<file path="config.mk">
export PLATFORM = sky130hd
export DESIGN_NAME = hh_spike_monitor
export DESIGN_NICKNAME = d
export VERILOG_FILES = /design/src/rtl/hh_mon_pkg.sv /design/src/rtl/spike_edge_det.sv /design/src/rtl/hh_spike_monitor.sv
export SDC_FILE = /design/constraint.sdc
export NUM_CORES = 1
export LEC_CHECK = 0
export CAP_MARGIN = 30
export CORE_MARGIN = 5
export CORE_UTILIZATION = 27
export CTS_CLUSTER_DIAMETER = 30
export DETAILED_ROUTE_END_ITERATION = 16
export PLACE_DENSITY_LB_ADDON = 0.05
export SYNTH_ARGS = -nofsm -noshare
export SYNTH_HDL_FRONTEND = slang
export SYNTH_SLANG_ARGS = --single-unit
</file>
<file path="constraint.sdc">
create_clock -name clk -period 2.9 [get_ports clk]
set_input_delay 0.29 -clock clk [delete_from_list [all_inputs] [get_ports clk]]
set_output_delay 0.29 -clock clk [all_outputs]
set_load 0.05 [all_outputs]
</file>
<file path="src/rtl/hh_mon_pkg.sv">
// Shared constants and helpers for the hh_spike_monitor readout block:
// read-select codes, default widths and a saturating increment.
package hh_mon_pkg;

  localparam int WINDOW_CYCLES_DEF = 500;
  localparam int CNT_W_DEF         = 16;
  localparam int ISI_W_DEF         = 16;
  localparam int COINC_WIN_DEF     = 4;
  localparam int RD_W              = 16;

  localparam logic [2:0] SEL_CNT1  = 3'd0;
  localparam logic [2:0] SEL_CNT2  = 3'd1;
  localparam logic [2:0] SEL_COINC = 3'd2;
  localparam logic [2:0] SEL_LISI  = 3'd3;
  localparam logic [2:0] SEL_MISI  = 3'd4;
  localparam logic [2:0] SEL_PEAK1 = 3'd5;
  localparam logic [2:0] SEL_PEAK2 = 3'd6;
  localparam logic [2:0] SEL_WIDX  = 3'd7;

  // Increment v, holding at the all-ones value of a w-bit field (w <= 32).
  function automatic logic [31:0] sat_inc(input logic [31:0] v, input int w);
    logic [31:0] lim;
    lim = (32'd1 << w) - 32'd1;
    return (v == lim) ? v : v + 32'd1;
  endfunction

endpackage

</file>
<file path="src/rtl/spike_edge_det.sv">
// Two-stage spike synchroniser stage with a rising-edge strobe:
// rise_o is high for the one cycle where stage 1 is set and stage 2 is not.
module spike_edge_det (
  input  logic clk,
  input  logic rst_n,
  input  logic spike_i,
  output logic rise_o
);

  logic s1_q;
  logic s2_q;

  always_ff @(posedge clk or negedge rst_n) begin
    if (!rst_n) begin
      s1_q <= 1'b0;
      s2_q <= 1'b0;
    end else begin
      // NOTE: non-blocking so s2_q takes the old s1_q; blocking would collapse the two stages.
      s1_q <= spike_i;
      s2_q <= s1_q;
    end
  end

  assign rise_o = s1_q & ~s2_q;

endmodule

</file>
<file path="src/rtl/hh_spike_monitor.sv">
// Windowed spike/coincidence/ISI/peak measurement for the HH neuron pair,
// with per-window latched results served over a one-cycle read port.
module hh_spike_monitor
  import hh_mon_pkg::*;
#(
  parameter int WINDOW_CYCLES = WINDOW_CYCLES_DEF,
  parameter int CNT_W         = CNT_W_DEF,
  parameter int ISI_W         = ISI_W_DEF,
  parameter int COINC_WIN     = COINC_WIN_DEF
) (
  input  logic            clk,
  input  logic            rst_n,
  input  logic            ena,
  input  logic [7:0]      v_mem1,
  input  logic [7:0]      nrn_bus,
  input  logic            rd_req,
  input  logic [2:0]      rd_sel,
  output logic [RD_W-1:0] rd_data,
  output logic            rd_valid,
  output logic            window_done
);

  localparam int WCNT_W = $clog2(WINDOW_CYCLES);
  localparam int AGE_W  = $clog2(COINC_WIN + 2);
  localparam logic [WCNT_W-1:0] WCNT_LAST = WCNT_W'(WINDOW_CYCLES - 1);
  localparam logic [AGE_W-1:0]  AGE_LIM   = AGE_W'(COINC_WIN);
  localparam logic [AGE_W-1:0]  AGE_MAX   = AGE_W'(COINC_WIN + 1);

  // Input stage (S1) for the non-spike inputs
  logic       ena_q;
  logic [7:0] v1_q;
  logic [5:0] v2_q;
  logic       rd_req_q;
  logic [2:0] rd_sel_q;

  logic rise1;
  logic rise2;

  spike_edge_det u_edge1 (.clk(clk), .rst_n(rst_n), .spike_i(nrn_bus[0]), .rise_o(rise1));
  spike_edge_det u_edge2 (.clk(clk), .rst_n(rst_n), .spike_i(nrn_bus[1]), .rise_o(rise2));

  // Live measurement state
  logic [WCNT_W-1:0] wcnt_q;
  logic [CNT_W-1:0]  cnt1_q, cnt2_q, coinc_q;
  logic [7:0]        peak1_q;
  logic [5:0]        peak2_q;
  logic [AGE_W-1:0]  age1_q, age2_q;
  logic              isi_run_q;
  logic [ISI_W-1:0]  isi_tmr_q, last_isi_q, min_isi_q;
  logic [15:0]       win_idx_q;

  // Latched per-window results
  logic [CNT_W-1:0]  res_cnt1_q, res_cnt2_q, res_coinc_q;
  logic [ISI_W-1:0]  res_last_q, res_min_q;
  logic [7:0]        res_peak1_q;
  logic [5:0]        res_peak2_q;

  logic [RD_W-1:0]   rd_data_q;
  logic              rd_valid_q;
  logic              done_q;

  // Live values updated with this cycle's events, before any window clear
  logic              coinc_hit;
  logic [CNT_W-1:0]  cnt1_d, cnt2_d, coinc_d;
  logic [7:0]        peak1_d;
  logic [5:0]        peak2_d;
  logic [AGE_W-1:0]  age1_d, age2_d;
  logic              isi_run_d;
  logic [ISI_W-1:0]  isi_tmr_d, last_isi_d, min_isi_d;
  logic [RD_W-1:0]   rd_mux;

  always_comb begin
    // NOTE: every output gets a value before any branch, so no latch can be inferred.
    isi_tmr_d  = isi_tmr_q;
    last_isi_d = last_isi_q;
    min_isi_d  = min_isi_q;
    isi_run_d  = isi_run_q | rise1;

    // Only the most recent opposite edge matters: it is the closest one.
    coinc_hit = (rise1 && (rise2 || (age2_q <= AGE_LIM))) ||
                (rise2 && (age1_q <= AGE_LIM));

    cnt1_d  = rise1     ? CNT_W'(sat_inc(32'(cnt1_q),  CNT_W)) : cnt1_q;
    cnt2_d  = rise2     ? CNT_W'(sat_inc(32'(cnt2_q),  CNT_W)) : cnt2_q;
    coinc_d = coinc_hit ? CNT_W'(sat_inc(32'(coinc_q), CNT_W)) : coinc_q;

    peak1_d = (v1_q > peak1_q) ? v1_q : peak1_q;
    peak2_d = (v2_q > peak2_q) ? v2_q : peak2_q;

    age1_d = rise1 ? AGE_W'(1) : ((age1_q == AGE_MAX) ? age1_q : age1_q + AGE_W'(1));
    age2_d = rise2 ? AGE_W'(1) : ((age2_q == AGE_MAX) ? age2_q : age2_q + AGE_W'(1));

    if (rise1) begin
      isi_tmr_d = ISI_W'(1);
      if (isi_run_q) begin
        last_isi_d = isi_tmr_q;
        if (isi_tmr_q < min_isi_q) min_isi_d = isi_tmr_q;
      end
    end else if (isi_run_q) begin
      isi_tmr_d = ISI_W'(sat_inc(32'(isi_tmr_q), ISI_W));
    end
  end

  always_comb begin
    rd_mux = '0;
    case (rd_sel_q)
      SEL_CNT1:  rd_mux = RD_W'(res_cnt1_q);
      SEL_CNT2:  rd_mux = RD_W'(res_cnt2_q);
      SEL_COINC: rd_mux = RD_W'(res_coinc_q);
      SEL_LISI:  rd_mux = RD_W'(res_last_q);
      SEL_MISI:  rd_mux = RD_W'(res_min_q);
      SEL_PEAK1: rd_mux = RD_W'(res_peak1_q);
      SEL_PEAK2: rd_mux = RD_W'(res_peak2_q);
      SEL_WIDX:  rd_mux = win_idx_q;
      default:   rd_mux = '0;
    endcase
  end

  always_ff @(posedge clk or negedge rst_n) begin
    if (!rst_n) begin
      ena_q       <= 1'b0;
      v1_q        <= '0;
      v2_q        <= '0;
      rd_req_q    <= 1'b0;
      rd_sel_q    <= '0;
      wcnt_q      <= '0;
      cnt1_q      <= '0;
      cnt2_q      <= '0;
      coinc_q     <= '0;
      peak1_q     <= '0;
      peak2_q     <= '0;
      age1_q      <= AGE_MAX;
      age2_q      <= AGE_MAX;
      isi_run_q   <= 1'b0;
      isi_tmr_q   <= '0;
      last_isi_q  <= '0;
      min_isi_q   <= '1;
      win_idx_q   <= '0;
      res_cnt1_q  <= '0;
      res_cnt2_q  <= '0;
      res_coinc_q <= '0;
      res_last_q  <= '0;
      res_min_q   <= '1;
      res_peak1_q <= '0;
      res_peak2_q <= '0;
      rd_data_q   <= '0;
      rd_valid_q  <= 1'b0;
      done_q      <= 1'b0;
    end else begin
      ena_q    <= ena;
      v1_q     <= v_mem1;
      v2_q     <= nrn_bus[7:2];
      rd_req_q <= rd_req;
      rd_sel_q <= rd_sel;

      // Read uses the results as they stand before this edge's latch.
      rd_valid_q <= rd_req_q;
      if (rd_req_q) rd_data_q <= rd_mux;

      done_q <= 1'b0;
      if (ena_q) begin
        age1_q     <= age1_d;
        age2_q     <= age2_d;
        isi_run_q  <= isi_run_d;
        isi_tmr_q  <= isi_tmr_d;
        last_isi_q <= last_isi_d;
        if (wcnt_q == WCNT_LAST) begin
          res_cnt1_q  <= cnt1_d;
          res_cnt2_q  <= cnt2_d;
          res_coinc_q <= coinc_d;
          res_last_q  <= last_isi_d;
          res_min_q   <= min_isi_d;
          res_peak1_q <= peak1_d;
          res_peak2_q <= peak2_d;
          cnt1_q      <= '0;
          cnt2_q      <= '0;
          coinc_q     <= '0;
          peak1_q     <= '0;
          peak2_q     <= '0;
          min_isi_q   <= '1;
          wcnt_q      <= '0;
          win_idx_q   <= win_idx_q + 16'd1;
          done_q      <= 1'b1;
        end else begin
          cnt1_q    <= cnt1_d;
          cnt2_q    <= cnt2_d;
          coinc_q   <= coinc_d;
          peak1_q   <= peak1_d;
          peak2_q   <= peak2_d;
          min_isi_q <= min_isi_d;
          wcnt_q    <= wcnt_q + WCNT_W'(1);
        end
      end
    end
  end

  assign rd_data     = rd_data_q;
  assign rd_valid    = rd_valid_q;
  assign window_done = done_q;

endmodule

</file>
# Word-level counts from Yosys, hierarchy flattened
# Cells that the tools add are included.
# totals
output_inout_bits	18
regBits	277
input_bits	23
# classes
reduce_logical	10
mux	30
bitwise	5
n_lt_le_gt_ge	5
eq_ne	17
n_addsub	8
# ops
op	n
$mux 16	18
$pmux 16 s8	1
$add 16x1->16 const B	5
$eq 16x16->1 const B	4
$eq 3x3->1 const B	6
$lt 16x16->1	1
$mux 8	2
$mux 3	4
$mux 6	2
$add 9x1->9 const B	1
$eq 9x9->1 const B	1
$mux 9	1
$gt 8x8->1	1
$add 3x1->3 const B	2
$eq 3x2->1 const B	2
$gt 6x6->1	1
$le 3x3->1 const B	2
$ne 2x2->1 const B	3
$reduce_and 2->1	3
$eq 3x1->1 const B	1
$logic_not 3->1	1
$reduce_and 3->1	1
$and 1x1->1	2
$logic_and 1x1->1	2
other kinds (5)	8

# Depth between registers and ports, before layout
# Gate-level depths: netlist of run 1.
# depth
ltp_word	7
depth_mapped	9
ltp_nobuf	7

# By module
# Synthesis of run 1 repeated with hierarchy kept, for this count alone.
# unflattened
cells_unflattened	1432
area_unflattened_um2	14129.8
# by_module_without_submodules
mod	cells_per_inst	area_per_inst_um2	seq_area_each_um2	instances
hh_spike_monitor	1426	14002.2	6876.6	1
spike_edge_det	3	63.8	50.0	2

# Least setup slack after synthesis of run 1
# OpenSTA, ideal clock, no wires.
# synth_path
path_kind	register to register
start	register min_isi_q[13]
end	register min_isi_q[10]
path_slack_ps	649
stages_incl_launch_ff	9
n_path_buf	2
arrival_ps	2173
setup_ps	78
required_ps	2822
path_cell_list	dfstp_2 -> inv_1 -> ha_1 -> and4_1 -> clkbuf_1 -> nand2_1 -> o311a_4 -> buf_8 -> o22a_2
# synth_between
elab_chain_len	5
# synth_lines
element	line_no	source
from (decl)	hh_spike_monitor.sv:49	logic [ISI_W-1:0] isi_tmr_q, last_isi_q, min_isi_q;
from (signal assigned)	hh_spike_monitor.sv:190	min_isi_q <= min_isi_d;
$lt 16x16->1	hh_spike_monitor.sv:97	if (isi_tmr_q < min_isi_q) min_isi_d = isi_tmr_q;
$mux 16	hh_spike_monitor.sv:97	
$mux 16	hh_spike_monitor.sv:95	if (isi_run_q) begin
$mux 16	hh_spike_monitor.sv:93	if (rise1) begin
$mux 16	hh_spike_monitor.sv:167	if (wcnt_q == WCNT_LAST) begin
# Every way passes these cells.
# A chain may end at the register's enable or synchronous reset.

# Worst setup path in the final report of run 1
# layout_path
start	register min_isi_q[11]
end	register res_min_q[14]
# layout_between
elab_chain_len	4
# layout_lines
element	line_no	source
$lt 16x16->1	hh_spike_monitor.sv:97	
$mux 16	hh_spike_monitor.sv:97	
$mux 16	hh_spike_monitor.sv:95	
$mux 16	hh_spike_monitor.sv:93	
to (signal assigned)	hh_spike_monitor.sv:172	res_min_q <= min_isi_d;
to (decl)	hh_spike_monitor.sv:54	logic [ISI_W-1:0] res_last_q, res_min_q;
# Every way passes these cells.

==> results of run 1 <==
state kept, by name (all words and copies together) (netlist names), 3 cells and up:
register     count
age1_q           3
age2_q           3
cnt1_q          16
cnt2_q          16
coinc_q         16
isi_tmr_q       16
last_isi_q      16
min_isi_q       16
peak1_q          8
peak2_q          6
rd_data         16
rd_sel_q         3
res_cnt1_q      16
res_cnt2_q      16
res_coinc_q     16
res_last_q      16
res_min_q       16
res_peak1_q      8
res_peak2_q      6
v1_q             8
v2_q             6
wcnt_q           9
win_idx_q       16
cells by family (layout without fill, tap and decap cells):
group | after synthesis | after routing | synth area share (%)
flip-flops | 277 | 277 | 45.68
buffers and inverters | 178 | 346 | 5.284
multiplexers | 77 | 77 | 5.555
XOR/XNOR | 51 | 51 | 2.925
AND/OR/NAND/NOR | 511 | 511 | 17.47
AO/OA/AOI/OAI | 432 | 432 | 19.73
adder cells (fa/ha/maj) | 41 | 41 | 3.359
worst max-delay path, stage by stage, from the launching register on:
cell and delay [ns]:
dfstp_2 0.54, inv_1 0.05, ha_1 0.31, nand2_1 0.11, o211ai_4 0.33, buf_4 0.26, nand3_2 0.37, nor3_1 0.31
nor3_1 0.08
layout make-up:
type                    instances  area [µm²]
clock buffers                 143        2905
clock inverters                30       422.9
fillers                      5778       36110
inverters                      59       224.0
multi-input cells            1112        7507
flip-flops and latches        277        6978
well taps                     756       945.9
repair buffers                114        1071
per-layer routing:
layer / GRT usage, % / up-vias / wire [µm]
li1: - / 6028 / -
met1: 24.02 / 6308 / 24930
met2: 25.93 / 245 / 23270
met3: 3.715 / 96 / 2154
met4: 5.973 / 0 / 1555
met5: 0 / - / 0
what timing repair did:
item | CTS | global route
gates resized for setup | 0 | 0
hold buffers | 1 | 0
hold endpoints to repair | 56 | 0
worst max-delay path by stage:
stage | end | slack (ns) | depth (start not counted)
after global routing | res_min_q[11] | 0.28 | 8
final | res_min_q[14] | 0.46 | 8
after floorplan | min_isi_q[10] | 0.65 | 8
after detailed placement | min_isi_q[5] | 0.50 | 6
after CTS | min_isi_q[5] | 0.49 | 6
after global placement | res_min_q[11] | 0.49 | 8
power by group through the flow:
| stage | combinational [mW] | clock [mW] | sequential (mW) |
|---|---|---|---|
| floorplan | 1.76 | 0 | 4.75 |
| global placement | 2.47 | 0 | 4.92 |
| detailed placement | 2.49 | 0 | 4.92 |
| CTS | 2.50 | 10.6 | 4.87 |
| global route | 2.80 | 10.9 | 4.95 |
| finish | 2.48 | 10.4 | 4.87 |
cells in the final DEF (no fill, tap or decap), types with 11 or more instances in the layout:
cell type and count:
nand2_1 125, nor2_1 106, dfstp_2 36, and4_1 14, o221ai_1 11, o31ai_1 18
dfrtp_1 240, nor2b_1 11, xnor2_1 38, a211oi_1 33, clkinv_2 16, a32o_1 12
mux2i_1 36, xor2_1 13, a221oi_1 13, buf_4 64, clkbuf_8 22, mux2_2 38
and3_1 18, ha_1 41, clkdlybuf4s50_1 39, a21oi_1 66, o21ai_0 103, nor3_1 70
nand4_1 40, a21o_1 15, nand3_1 48, clkbuf_16 101, a31oi_1 32, clkbuf_1 20
a2bb2oi_1 17, and2_1 11, inv_1 57, o211ai_1 13
synthesized netlist by cell type, drive strengths merged (6+ instances only):
| library cell | n |
|---|---|
| mux2i | 36 |
| a221oi | 13 |
| o21ai | 111 |
| xnor2 | 38 |
| mux2 | 39 |
| a31oi | 32 |
| dfrtp | 241 |
| a21oi | 67 |
| nand2b | 6 |
| ha | 41 |
| nand4 | 42 |
| and3 | 19 |
| nand2 | 126 |
| a21o | 15 |
| or4 | 8 |
| o221ai | 11 |
| a22oi | 10 |
| buf | 60 |
| dfstp | 36 |
| or3 | 9 |
| inv | 58 |
| and2 | 11 |
| o31ai | 18 |
| a32o | 12 |
| nor2 | 109 |
| nor2b | 11 |
| nor3 | 73 |
| and4 | 15 |
| xor2 | 13 |
| o311ai | 6 |
| o31a | 8 |
| a2bb2oi | 17 |
| clkbuf | 59 |
| a211oi | 33 |
| nor4 | 10 |
| o22a | 16 |
| nand3 | 50 |
| o211ai | 15 |
| o22ai | 7 |
through the flow:
step	instance area (µm²)	hold slack, ns	instances	utilization, %
2_1_floorplan	15270	-0.005591	1567	-
3_3_place_gp	16690	0.3456	2315	29.72
3_5_place_dp	16720	0.3399	2317	29.76
4_1_cts	20050	0.08093	2491	35.70
5_1_grt	20050	0.09751	2491	35.70
6_report	20050	0.1231	2491	35.70
==> metrics.txt, run 1 <==
status complete, no violations; floorplan die height 247.8 µm; post-synth top area cell dfrtp_1; number of H-tree levels 3; Finish-stage setup viols 0; prevailing post-synth register cell dfrtp_1; syn nets 1631; type of origin of the critical path flip-flop; nature of the critical path endpoint flip-flop; Hold Crit Endpoint rd_sel_q[1]; Root Driver clkbuf_16; detail-routed via count per cell 5.089; worst reg2reg path depth 8; global route total overflow 0; number of warnings reported in the yosys synthesis log 0; number of cells traversed by the worst hold path 1; Max transition margin 34.93%; Hold WC Path Type in -> reg; starting utilization of the core area 27.19%; number of port buffers 40; gate count after technology mapping 1567; I/O pin total 41; count of cell types in the netlist 94; wire length of the first global-routing pass 80860 µm; Detailed Routing Iterations Pass 1 5; endpoint of the worst register-to-register path res_min_q[14]; max cap viols 0; transition time of the tightest slew-check pin 0.9718 ns; worst supply voltage drop on vdd 0.6667 mV; ANT nets after route 0; Post-synth EDFFs 0; clock sinks 277; # DRC 0; hold path startpoint rd_sel[1]; clock skew 0.02543 ns; Power, Total 17.76 mW; post-layout worst setup margin 0.4603 ns; setup slack at placement 0.4972 ns; clock slew at the register clock pins of the worst setup and hold paths 0.04 ns; launching instance or port of the critical path min_isi_q[11]; core area 0.05617 mm²; initial antenna violation count 2; setup repair after global routing missed its margin no; buffers from clock root to sink, at most 3; area added between synthesis and finish 31.31%; power share of the sequential group 27.4%; final slew viol count 0; TritonCTS clock tree built; top-area cell type share of the netlist area 39.49%; peak fanout along the critical path 16; GRT Total Usage 17.06%; placement row count 87; top achievable clock speed 0.4099 GHz; total vias in the final route 12677; synth top area cells dfrtp_1 (39%), dfstp_2 (6.2%), o21ai_0 (3.4%); critical path required time 3.42 ns; proportion of total power due to net switching 26.72%; detailed-route wire length per cell 20.84 µm; CTS Buf Count 95; Yosys reg bits 277; total power per unit cell area 885.7 mW/mm²; register-to-register path setup slack 0.46 ns; maximum number of pins on one net before global-route repair 79; Critical Setup Path Class reg -> reg; clock insertion delay at the later pin of the skew report 0.61 ns; layout net count 1723; proportion of synthesized chip area in sequential cells 45.68%; crit path time final 2.440 ns; Die Area 0.06142 mm²; Diodes inserted 0; chip width 247.8 µm; beginning of the worst register-to-register path min_isi_q[11]; design internal power 13.02 mW; number of global-route vias before repair 12939; final hold viol count 0; leakage power 8.664 nW; clock share of power 58.6%; proportion of register bits with asynchronous set or reset after synthesis 100.0%; Total Wirelength 51910 µm; fraction of final layout cells with drive strength greater than 1 20.17%; DR iter-0 viols 680; synthesized area divided by synthesized cell count 9.746 µm²; CP Data Arrival Time 2.96 ns; post-route fraction of the period consumed by the critical path 84.13%; Post-CTS Setup Repair Bufs 0; post-detail-place hpwl 36190 µm; fraction of power consumed by combinational cells 14.0%; total negative setup slack 0 ns; synthesized cell area 0.01527 mm²; switching pwr 4.747 mW; Placer Congestion 0.7853
No activity file was read; power rests on OpenSTA's default activity.
==> run 2, diff against run 1 <==
==> constraint.sdc (replaced) <==
create_clock -name clk -period 2.4 [get_ports clk]
set_input_delay 0.24 -clock clk [delete_from_list [all_inputs] [get_ports clk]]
set_output_delay 0.24 -clock clk [all_outputs]
set_load 0.05 [all_outputs]
==> run 2 against run 1 <==
Against the previous run:
- highest routed layer is now met5
- fmax increased by 7.7%
- critical path type unchanged
- clock skew shrank 0.0049 ns
- sequential cell count is the same
- largest cell class unchanged
- worst setup slack worse by 0.33 ns
- hold slack lost 0.049 ns
- combinational power rose by 33%
- sequential share of layout area is 0.24 points lower
- first-iteration DRC count rose by 2.8%
==> metrics.txt, run 2 (synthesis results as in run 1) <==
top achievable clock speed 0.4414 GHz; transition time of the tightest slew-check pin 1.035 ns; number of cells traversed by the worst hold path 1; nature of the critical path endpoint flip-flop; type of origin of the critical path flip-flop; total power per unit cell area 1032 mW/mm²; endpoint of the worst register-to-register path min_isi_q[12]; CTS Buf Count 93; number of H-tree levels 3; DR iter-0 viols 699; clock slew at the register clock pins of the worst setup and hold paths 0.04 ns; leading cell type in the layout, fill and taps excluded dfrtp_1; number of global-route vias before repair 13214; total vias in the final route 12768; GRT Total Usage 17.32%; Power, Total 20.85 mW; cell at the slowest stage of the critical path dfstp_2; Max transition margin 30.83%; post-detail-place hpwl 36830 µm; ANT nets after route 0; worst supply voltage drop on vdd 0.6573 mV; layout net count 1755; starting utilization of the core area 27.19%; Detailed Routing Iterations Pass 1 5; final slew viol count 0; Diodes inserted 0; initial antenna violation count 2; Post-CTS Setup Repair Bufs 0; fraction of final layout cells with drive strength greater than 1 21.51%; setup repair after global routing missed its margin no; number of cells in the finished layout apart from fillers 2523; total negative setup slack 0 ns; clock skew 0.02049 ns; peak fanout along the critical path 8; crit path time final 2.266 ns; detail-routed via count per cell 5.061; # DRC 0; detailed-route wire length per cell 20.90 µm; Finish-stage setup viols 0; Hold Crit Endpoint v1_q[1]; clock insertion delay at the later pin of the skew report 0.61 ns; Critical Setup Path Class reg -> reg; clock sinks 277; placement row count 87; area added between synthesis and finish 32.23%; max cap viols 0; Total Wirelength 52720 µm; final standard cell utilization of the core 35.95%; floorplan die height 247.8 µm; buffering stage count on the worst path with inverters included 1; chip width 247.8 µm; kind of cell adding the most delay to the critical path compound AO/OA/AOI/OAI gates; I/O pin total 41; Root Driver clkbuf_16; CP Data Arrival Time 2.80 ns; status complete, no violations; register-to-register path setup slack 0.13 ns; wire length of the first global-routing pass 81630 µm; final hold viol count 0; Critical Path Max Stage Delay 0.52 ns; highest-count cells in the layout ignoring fill and taps dfrtp_1 (240), nand2_1 (125), nor2_1 (106); global route total overflow 0; hold path startpoint v_mem1[1]; leakage power 8.761 nW; beginning of the worst register-to-register path min_isi_q[7]; maximum number of pins on one net before global-route repair 69; TritonCTS clock tree built; Hold WC Path Type in -> reg; buffers from clock root to sink, at most 3; cell-by-cell listing of the critical path inv_1 > ha_1 > and3_1 > a221oi_2 > o211a_4 > o211ai_2 > o22a_2; number of port buffers 40; critical path required time 2.93 ns; Die Area 0.06142 mm²; Placer Congestion 0.7730; worst hold slack 0.07387 ns; cell count after placement 2350; core area 0.05617 mm²; post-route fraction of the period consumed by the critical path 94.40%; worst reg2reg path depth 7
==> run 2: final cells by class <==
| class | instances | area [µm²] |
|---|---|---|
| sequential | 277 | 6978 |
| timing repair buffer | 147 | 1386 |
| clock buffer | 144 | 2824 |
| inverter | 59 | 224.0 |
| multi-input combinational | 1113 | 7550 |
| tap | 756 | 945.9 |
| fill | 5750 | 35970 |
| clock inverter | 27 | 286.5 |
==> run 2: through the flow <==
| stage | setup slack (ns) | cell area [µm²] |
|---|---|---|
| floorplan | 0.1488 | 15270 |
| global placement | 0.09437 | 17030 |
| detailed placement | 0.04866 | 17030 |
| CTS | 0.02692 | 20150 |
| global route | 0.001876 | 20190 |
| finish | 0.1345 | 20190 |
==> run 2: routing by layer <==
layer / global-route usage (%) / vias up / part of all wire (%) / wire length [µm]
li1: - / 6099 / - / -
met1: 23.66 / 6332 / 47 / 25010
met2: 27.18 / 253 / 45 / 23980
met3: 3.521 / 82 / 4.1 / 2168
met4: 6.478 / 2 / 2.9 / 1548
met5: 0 / - / 0.013 / 7
==> run 2: power breakdown <==
part | leakage, nW | switching (mW) | internal [mW]
Clock | 1.55 | 3.30 | 8.46
Sequential | 3.55 | 0.546 | 5.24
Combinational | 3.67 | 1.92 | 1.38
==> run 2: worst max path at each step <==
stage                             start             to  slack (ns)  depth (start not counted)
after floorplan           min_isi_q[13]  min_isi_q[10]        0.15                          8
after global routing      min_isi_q[13]  min_isi_q[13]       0.002                          8
final                      min_isi_q[7]  min_isi_q[12]        0.13                          7
after CTS                  min_isi_q[6]  min_isi_q[14]        0.03                          7
after global placement     min_isi_q[6]  min_isi_q[13]        0.09                          7
after detailed placement   min_isi_q[6]  min_isi_q[14]        0.05                          7
==> run 2: repair_timing <==
item                                    CTS  global route
hold endpoints to repair                 71             0
endpoints found under the setup margin    0            32
gates resized for setup                   0             6
hold buffers                              1             0
==> run 3, diff against run 2 <==
--- a/config.mk
+++ b/config.mk
@@ -11,6 +11,7 @@
 export CTS_CLUSTER_DIAMETER = 30
 export DETAILED_ROUTE_END_ITERATION = 16
 export PLACE_DENSITY_LB_ADDON = 0.05
+export REMOVE_ABC_BUFFERS = 1
 export SYNTH_ARGS = -nofsm -noshare
 export SYNTH_HDL_FRONTEND = slang
 export SYNTH_SLANG_ARGS = --single-unit
==> run 3 against run 2 <==
Against the previous run:
- final cell count is 0.12% higher
- sequential power hardly changed
- clock power about the same
- design area decreased by 0.33%
- routed wire length down 1.5%
- combinational power down 1%
- hold slack hardly changed
- utilization decreased by 0.12 points
- fmax is 2.5% lower
- die area unchanged
==> metrics.txt, run 3 (synthesis results as in run 1) <==
clock slew at the register clock pins of the worst setup and hold paths 0.04 ns; Root Driver clkbuf_16; proportion of total power due to net switching 27.79%; clock insertion delay at the later pin of the skew report 0.61 ns; Detailed Routing Iterations Pass 1 5; DR iter-0 viols 742; Finish-stage setup viols 0; switching pwr 5.734 mW; detailed-route wire length per cell 20.56 µm; fraction of final layout cells with drive strength greater than 1 21.36%; post-route fraction of the period consumed by the critical path 96.77%; number of port buffers 40; leading cell type in the layout, fill and taps excluded dfrtp_1; Max transition margin 33.46%; worst hold slack 0.07384 ns; Critical Setup Path Class reg -> reg; total vias in the final route 12827; clock share of power 56.1%; number of cells traversed by the worst hold path 1; maximum number of pins on one net before global-route repair 65; worst supply voltage drop on vdd 0.5540 mV; area added between synthesis and finish 31.80%; cell count after placement 2348; peak fanout along the critical path 8; placement row count 87; fraction of power consumed by combinational cells 15.8%; worst reg2reg path depth 8; number of cells in the finished layout apart from fillers 2526; ANT nets after route 0; core area 0.05617 mm²; detail-routed via count per cell 5.078; nature of the critical path endpoint flip-flop; cell-by-cell listing of the critical path inv_1 > ha_1 > and3_1 > o211ai_1 > o211a_1 > buf_4 > o311a_4 > o22a_2; power share of the sequential group 28.1%; type of origin of the critical path flip-flop; layout net count 1759; status complete, no violations; clock sinks 277; Placer Congestion 0.7686; initial antenna violation count 1; number of global-route vias before repair 12956; critical path required time 2.92 ns; wire length of the first global-routing pass 80950 µm; design internal power 14.90 mW; buffers from clock root to sink, at most 3; top achievable clock speed 0.4306 GHz; final hold viol count 0; starting utilization of the core area 27.19%; setup slack at placement 0.09325 ns; crit path time final 2.323 ns; max cap viols 0; final standard cell utilization of the core 35.83%; CP Data Arrival Time 2.84 ns; chip width 247.8 µm; transition time of the tightest slew-check pin 0.9937 ns; Critical Path Max Stage Delay 0.52 ns; cell at the slowest stage of the critical path dfstp_2; number of H-tree levels 3; register-to-register path setup slack 0.08 ns; # DRC 0; floorplan die height 247.8 µm; post-detail-place hpwl 35680 µm; TritonCTS clock tree built; highest-count cells in the layout ignoring fill and taps dfrtp_1 (240), nand2_1 (125), nor2_1 (106); leakage power 8.753 nW; I/O pin total 41; global route total overflow 0; Hold WC Path Type in -> reg; CTS Buf Count 96; clock skew 0.02064 ns; Die Area 0.06142 mm²; Total Wirelength 51940 µm; Diodes inserted 0; post-layout worst setup margin 0.07748 ns; total power per unit cell area 1025 mW/mm²; final slew viol count 0; GRT Total Usage 17.04%
==> run 3: area by class of cell <==
type,instances,area (µm²)
well taps,756,945.9
clock buffers,146,2844
fillers,5727,36040
flip-flops and latches,277,6978
multi-input cells,1113,7542
inverters,59,224.0
clock inverters,27,221.5
repair buffers,148,1373
==> run 3: power by group through the flow <==
stage               sequential (mW)  combinational [mW]  clock, mW
finish                         5.79                3.26       11.6
global route                   5.89                3.66       12.2
CTS                            5.79                3.26       11.9
detailed placement             5.84                3.25          0
global placement               5.85                3.25          0
floorplan                      5.84                1.91          0
==> run 3: final timing paths <==
path,start,end
setup / recovery,min_isi_q[7],min_isi_q[14]
hold / removal,v_mem1[0],v1_q[0]
setup reg to reg,min_isi_q[7],min_isi_q[14]
hold reg to reg,u_edge1.s1_q,u_edge1.s2_q
max in group asynchronous,rst_n,age2_q[0]
min in group asynchronous,rst_n,last_isi_q[3]
==> run 3: what timing repair did <==
action	in CTS	in global routing
buffers inserted	0	3
hold buffers	1	0
gates resized for setup	0	4
endpoints found under the hold margin	55	0
endpoints found under the setup margin	0	29
==> run 3: routing by layer <==
layer	up-vias	wire length (µm)	track usage [%]
li1	6121	-	-
met1	6380	25910	25.00
met2	263	22840	25.23
met3	63	2233	3.457
met4	0	951	5.320
met5	-	0	0
==> run 3: stage by stage <==
step           area, µm²  total power, mW  TNS, ns
2_1_floorplan      14690            7.753  -404.13
3_3_place_gp       16980            9.101        0
3_5_place_dp       16980            9.092        0
4_1_cts            20050            20.93        0
5_1_grt            20130            21.72  -0.2099
6_report           20130            20.63        0
==> run 3: critical path, delay by kind of cell (launching register included) <==
family	cells	cell delay, ns
buffers and inverters	2	0.20
AO/OA/AOI/OAI	4	1.00
flip-flops	1	0.52
adder cells (fa/ha/maj)	1	0.30
AND/OR/NAND/NOR	1	0.22
